**src/rtl/prog_loader.sv**
```systemverilog
// Byte-stream program loader: receives a big-endian word count and that many
// 32-bit big-endian words, writing them to instruction memory while holding the CPU.
module prog_loader #(
    parameter int ADDR_W = 8
) (
    input  logic              clk,
    input  logic              rst,
    input  logic              start,
    input  logic              in_valid,
    input  logic [7:0]        in_data,
    output logic              in_ready,
    output logic              im_we,
    output logic [ADDR_W-1:0] im_addr,
    output logic [31:0]       im_wdata,
    output logic              cpu_hold,
    output logic              done,
    output logic              error
);

    typedef enum logic [2:0] {
        S_IDLE, S_LEN_HI, S_LEN_LO, S_DATA, S_WR, S_DONE, S_ERR
    } state_t;

    state_t            state_q, state_d;
    logic [15:0]       len_q, len_d;
    logic [ADDR_W:0]   idx_q, idx_d;
    logic [1:0]        bcnt_q, bcnt_d;
    logic [23:0]       word_q, word_d;
    logic [ADDR_W-1:0] addr_q, addr_d;
    logic [31:0]       wdata_q, wdata_d;
    logic              in_ready_q, im_we_q, cpu_hold_q, done_q, error_q;
    logic              accept;
    logic [15:0]       n_len;

    assign accept = in_valid && in_ready_q;
    assign n_len  = {len_q[15:8], in_data};

    always_comb begin
        state_d = state_q;
        len_d   = len_q;
        idx_d   = idx_q;
        bcnt_d  = bcnt_q;
        word_d  = word_q;
        addr_d  = addr_q;
        wdata_d = wdata_q;
        case (state_q)
            S_IDLE: if (start) state_d = S_LEN_HI;
            S_LEN_HI: if (accept) begin
                len_d[15:8] = in_data;
                state_d     = S_LEN_LO;
            end
            S_LEN_LO: if (accept) begin
                len_d  = n_len;
                idx_d  = '0;
                bcnt_d = '0;
                if (n_len == 16'd0)
                    state_d = S_DONE;
                else if (32'(n_len) > (32'd1 << ADDR_W))
                    state_d = S_ERR;
                else
                    state_d = S_DATA;
            end
            S_DATA: if (accept) begin
                bcnt_d = bcnt_q + 2'd1;
                if (bcnt_q == 2'd3) begin
                    wdata_d = {word_q, in_data};
                    addr_d  = idx_q[ADDR_W-1:0];
                    state_d = S_WR;
                end else begin
                    word_d = {word_q[15:0], in_data};
                end
            end
            // Index is one bit wider than the address so N = 2^ADDR_W terminates.
            S_WR: begin
                idx_d   = idx_q + 1'b1;
                state_d = (32'(idx_q) + 32'd1 == 32'(len_q)) ? S_DONE : S_DATA;
            end
            S_DONE, S_ERR: if (start) state_d = S_LEN_HI;
            default: state_d = S_IDLE;
        endcase
    end

    always_ff @(posedge clk or posedge rst) begin
        if (rst) begin
            state_q    <= S_IDLE;
            len_q      <= '0;
            idx_q      <= '0;
            bcnt_q     <= '0;
            word_q     <= '0;
            addr_q     <= '0;
            wdata_q    <= '0;
            in_ready_q <= 1'b0;
            im_we_q    <= 1'b0;
            cpu_hold_q <= 1'b1;
            done_q     <= 1'b0;
            error_q    <= 1'b0;
        end else begin
            state_q    <= state_d;
            len_q      <= len_d;
            idx_q      <= idx_d;
            bcnt_q     <= bcnt_d;
            word_q     <= word_d;
            addr_q     <= addr_d;
            wdata_q    <= wdata_d;
            // Status outputs are registered from the next state so they align with it.
            in_ready_q <= (state_d inside {S_LEN_HI, S_LEN_LO, S_DATA});
            im_we_q    <= (state_d == S_WR);
            cpu_hold_q <= (state_d != S_DONE);
            done_q     <= (state_d == S_DONE);
            error_q    <= (state_d == S_ERR);
        end
    end

    assign in_ready = in_ready_q;
    assign im_we    = im_we_q;
    assign im_addr  = addr_q;
    assign im_wdata = wdata_q;
    assign cpu_hold = cpu_hold_q;
    assign done     = done_q;
    assign error    = error_q;

endmodule

```
**config.mk**
```make
export PLATFORM = sky130hd
export DESIGN_NAME = prog_loader
export DESIGN_NICKNAME = d
export VERILOG_FILES = /design/src/rtl/prog_loader.sv
export SDC_FILE = /design/constraint.sdc
export NUM_CORES = 1
export LEC_CHECK = 0
export BUFFER_PORTS_ARGS = -buffer_cell sky130_fd_sc_hd__buf_2
export CORE_ASPECT_RATIO = 0.75
export CORE_MARGIN = 2
export CORE_UTILIZATION = 30
export DETAILED_ROUTE_END_ITERATION = 12
export GPL_ROUTABILITY_DRIVEN = 0
export SYNTH_ARGS = -nofsm -noshare
export SYNTH_HDL_FRONTEND = slang
export SYNTH_SLANG_ARGS = --single-unit
```
**constraint.sdc**
```tcl
create_clock -name clk -period 4.4 [get_ports clk]
set_clock_uncertainty 0.05 [all_clocks]
set_input_delay 0.22 -clock clk [delete_from_list [all_inputs] [get_ports clk]]
set_output_delay 0.22 -clock clk [all_outputs]
set_load 0.02 [all_outputs]
```
=== Yosys cells after proc, flatten, opt, wreduce, memory -nomap -nowiden ===
Cells that the tools add are included.
W data, S select, Z words.

* Output and inout bits: 45
* Register bits: 99
* Bits of input ports: 12

* Reductions and logical operators: 13
* $lt $le $gt $ge: 1
* Muxes and demuxes: 16
* Eq/ne operators: 17
* Add/sub/neg operators: 3
* Bitwise gates (word level): 2

{| class="wikitable"
|+ Operator list
! cell !! count
|-
| $mux W3 || 8
|-
| $eq A3 B3 Y1 const B || 6
|-
| $pmux W9 S2 || 1
|-
| $eq A10 B16 Y1 || 1
|-
| $gt A16 B9 Y1 const B || 1
|-
| $logic_not A16 Y1 || 1
|-
| $pmux W8 S2 || 1
|-
| $pmux W3 S5 || 1
|-
| $eq A3 B2 Y1 const B || 4
|-
| $reduce_and A3 Y1 || 4
|-
| $add A9 B1 Y10 const B || 1
|-
| $add A9 B1 Y9 const B || 1
|-
| $mux W9 || 1
|-
| $mux W8 || 1
|-
| $eq A3 B1 Y1 const B || 2
|-
| $mux W2 || 2
|-
| $ne A2 B2 Y1 const B || 2
|-
| $pmux W2 S2 || 1
|-
| $reduce_and A2 Y1 || 2
|-
| $reduce_bool A2 Y1 || 2
|-
| $logic_not A3 Y1 || 1
|-
| $ne A3 B3 Y1 const B || 1
|-
| $reduce_bool A3 Y1 || 1
|-
| $reduce_or A3 Y1 || 1
|-
| 4 further kinds || 5
|}

=== Depth between registers and ports, before layout ===
* Depth in word-level cells: 7
* Mapped depth: 9
* Mapped depth without buffers: 7

=== Worst setup path after synthesis ===
No wires, ideal clock.

* Path type: reg-to-reg
* Start point: register len_q[10]
* End point: register done_q (netlist: done)
* Cell stages (with the launch flop): 7
* Data arrival time: 1.927 ns
* Data required time: 4.231 ns
* Library setup time: 0.119 ns
* Slack: 2.304 ns
* Path through: dfrtp_1 > or4_1 > or4_1 > nor3b_1 > o211a_1 > o31ai_4 > and2_1

* Word-level cells in the longest chain between the ends: 6

{| class="wikitable"
|+ RTL lines
! item !! line !! text
|-
| start: declaration || 25 || <nowiki>logic [15:0] len_q, len_d;</nowiki>
|-
| start signal: assignment || 99 || <nowiki>len_q <= len_d;</nowiki>
|-
| $gt A16 B9 Y1 || 58 || <nowiki>else if (32'(n_len) > (32'd1 << ADDR_W))</nowiki>
|-
| $mux W3 || 58 ||
|-
| $mux W3 || 56 || <nowiki>if (n_len == 16'd0)</nowiki>
|-
| $mux W3 || 52 || <nowiki>S_LEN_LO: if (accept) begin</nowiki>
|-
| $pmux W3 S5 (*) || 46 || <nowiki>case (state_q)</nowiki>
|-
| named net state_d[2] || 24 || <nowiki>state_t state_q, state_d;</nowiki>
|-
| $eq A3 B3 Y1 (*) || 109 || <nowiki>done_q <= (state_d == S_DONE);</nowiki>
|-
| end signal: assignment || 109 ||
|-
| end: declaration || 31 || <nowiki>logic in_ready_q, im_we_q, cpu_hold_q, done_q, error_q;</nowiki>
|}

The timed path passes the listed nets; every way through them passes the cells marked *.
A chain may end at the register's enable or synchronous reset.

=== Worst setup path in the final report ===
Same ends and word-level chain as after synthesis.

==> results by group <==
Status
  – Status: complete, but fails checks
  – Failing checks: negative hold slack

Clock tree
  – Clk buf depth: 2
  – Worst-path clk slew: 70 ps
  – Post-cts resize count: 0
  – CTS Buf Count: 9
  – Hold_buf cts: 0
  – Post-CTS setup buffer count: 0
  – Deepest level of the CTS H-tree: 3
  – CTS root buf: clkbuf_16
  – Clk sinks: 99
  – Clk_lat worst skew: 350 ps
  – TritonCTS clock tree: yes

Worst setup path
  – CP arrival: 2610 ps
  – CP max-delay cell: or4_1
  – R2r endpoint: done$_DFF_PP0_
  – Flop2flop setup slack: 2030 ps
  – Reg-to-reg startpoint: len_q[10]$_DFFE_PP0P_
  – Setup CP Type: register to register
  – Worst Setup SP: len_q[10]$_DFFE_PP0P_
  – Critical Path Sink Type: register
  – Reg2Reg Depth: 6
  – Crit-path cells: or4_1 > or3_1 > nor4_1 > nand4_1 > o31ai_4 > and2_1
  – Crit path to: done$_DFF_PP0_
  – Critical-path maximum fanout: 4
  – Crit path largest cell delay: 520 ps
  – Setup crit start kind: register
  – Critical path required time: 4640 ps

Timing
  – Fmax achieved: 0.4215 GHz
  – Post-Route Hold Slack: -10.03 ps
  – Slew HR: 44.79%
  – Minimum clock period: 2372 ps
  – Part of the cycle the worst path needs: 53.92%
  – Setup TNS: 0 ps
  – Final setup viols: 0
  – Endpoints failing hold: 15
  – Fin. max-slew vios: 0
  – Worst Slack Setup Final: 2028 ps
  – RSZ-0062 raised after global routing: false
  – Actual slew at the worst max-slew pin: 828.2 ps

Drt
  – Final WL: 9562 um
  – Starting DRT DRC Count: 235
  – DR DRC count: 0
  – Vias per cell: 4.774
  – Post-route ant nets: 0
  – First-pass DRT Iterations: 4
  – WL per Instance: 14.99 um
  – Vias post-DR: 3,046

Yosys
  – Post-synthesis sequential area ratio: 58.78%
  – #FFs+latches synth: 99
  – Cell count after synthesis: 405
  – Synthesis Warnings: 0
  – Syn Nets: 419
  – Synthesized area: 4217 um^2
  – Syn Area/Cell: 10.41 um^2
  – Yosys cell types: 42

Worst hold path
  – Min-Delay Path Class: input pin to async pin

Placed design
  – Port bufs: 56
  – DP Worst Slack: 2077 ps
  – Hpwl dp: 6601 um
  – Placed inst area: 4678 um^2

GRT
  – Pin count of the biggest net entering global routing: 68
  – Grt total ovfl: 0
  – Initial antenna violation count: 0
  – Vias in the first global route: 3,087
  – Total GRT Usage: 13.77%
  – First-pass GRT wire length: 16,010 um

Power and ir drop
  – Tot Pwr: 3383 uW
  – Pwr Density: 672.7 nW/um^2
  – Leak: 0.002523 uW
  – VDD IR-drop max: 0.0002996 V

Floorplanning
  – Die X: 140.9 um
  – Initial core utilization: 30.77%
  – # IOs: 57
  – Row count: 37
  – Die area: 15,030 um^2
  – Die height: 106.7 um
  – Core Area: 13,700 um^2

Flow run
  – Max-cap violations: 0

Cells and area
  – Layout cells sized above 1: 19.22%
  – Net count, final: 472
  – Final Instance Area: 5029 um^2
  – Layout area overhead: 19.26%
  – Antenna Diode Count: 0
cell usage in the layout, fill, tap and decap left out, types with 2 or more instances in the layout:
master	n
nand2_1	134
dfrtp_1	98
buf_2	56
mux2_1	31
nor2_1	15
o21ai_1	9
xnor2_1	9
clkbuf_16	9
mux2_2	8
o21ai_0	8
nand3_1	7
xor2_1	6
a21oi_1	5
and3_1	4
nand2b_1	4
inv_1	4
o22ai_1	4
nor4_1	4
nor2b_1	3
and2_1	3
nand4_1	3
nor3_1	3
bufinv_16	3
buf_4	3
or3_1	2
o31ai_1	2
or4_1	2
nor3b_1	2
ha_1	2
metal layers:
metal | GRT usage, % | part of all wire, %
met4 | 5.286 | 1.7
met2 | 18.57 | 41
met5 | 0 | 0
met1 | 20.67 | 50
met3 | 3.975 | 7.7
logic make-up after synthesis:
logic type               count (synthesis)  synth area share [%]
AO/OA/AOI/OAI                           37                 5.727
XOR/XNOR                                15                 3.116
adder cells (fa/ha/maj)                  2                0.5934
buffers and inverters                   23                 2.077
flip-flops                              99                 58.78
multiplexers                            40                 10.65
AND/OR/NAND/NOR                        189                 19.05
cell usage after synthesis (all sizes together):
library cell | number | share of area (%)
dfrtp | 98 | 58
nand2b | 4 | 0.59
nand3 | 7 | 0.83
nor2 | 16 | 1.4
o22ai | 4 | 0.59
nor3 | 4 | 0.59
a21oi | 5 | 0.59
buf | 2 | 0.21
or4 | 2 | 0.36
a221oi | 1 | 0.21
xor2 | 6 | 1.2
nor4 | 4 | 0.59
o311ai | 1 | 0.21
mux2 | 39 | 10
o21a | 1 | 0.18
nor2b | 3 | 0.45
o211a | 1 | 0.24
a31oi | 1 | 0.15
mux2i | 1 | 0.24
a22o | 1 | 0.21
dfstp | 1 | 0.62
inv | 6 | 0.53
o21ai | 17 | 2.0
nand4 | 3 | 0.45
or3 | 2 | 0.30
nor3b | 2 | 0.36
o31ai | 4 | 1.2
ha | 2 | 0.59
xnor2 | 9 | 1.9
or2 | 1 | 0.15
a21o | 1 | 0.18
nand2 | 134 | 12
and2 | 3 | 0.45
and3 | 4 | 0.59
clkbuf | 15 | 1.3
sequential cells by signal, indices dropped and copies added (netlist names):
signal and flops:
cpu_hold 1, bcnt_q 2, done 1, error 1, len_q 16, im_addr 8
im_wdata 32, im_we 1, in_ready 1, state_q 3, idx_q 9, word_q 24
final cells by class:
| class | count | area [um^2] |
|---|---|---|
| fillers | 1386 | 8675 |
| flip-flops and latches | 99 | 2479 |
| multi-input cells | 283 | 1653 |
| repair buffers | 59 | 302.8 |
| clock buffers | 11 | 242.7 |
| well taps | 175 | 219.0 |
| clock inverters | 5 | 107.6 |
| inverters | 6 | 25.02 |
critical path, delay by kind of cell, from the launching register on:
family | cells | cell delay (ps)
AO/OA/AOI/OAI | 1 | 290
AND/OR/NAND/NOR | 5 | 1590
flip-flops | 1 | 370
power by group:
part	leakage [uW]	switching (uW)	internal (uW)
clock	0.000170	342	575
combinational	0.00106	528	417
sequential	0.00129	284	1240
how the worst min path moves through the flow:
stage | end | slack, ps | cells past startpoint
6_report | im_wdata[22]$_DFFE_PP0P_ | -10 | 2
5_1_grt | im_wdata[21]$_DFFE_PP0P_ | 60 | 2
4_1_cts | state_q[1]$_DFF_PP0_ | 30 | 2
3_5_place_dp | im_wdata[21]$_DFFE_PP0P_ | 400 | 2
3_3_place_gp | im_wdata[31]$_DFFE_PP0P_ | 390 | 2
2_1_floorplan | im_wdata[0]$_DFFE_PP0P_ | 280 | 2
stage by stage:
stage          hold WS, ps  instances  util [%]
6_report            -10.03        638     36.70
5_1_grt              61.81        638     36.70
3_5_place_dp         398.9        622     34.14
3_3_place_gp         386.1        622     34.14
2_1_floorplan        275.4        405         -
4_1_cts              28.09        638     36.70
No activity file was read; power rests on OpenSTA's default activity.
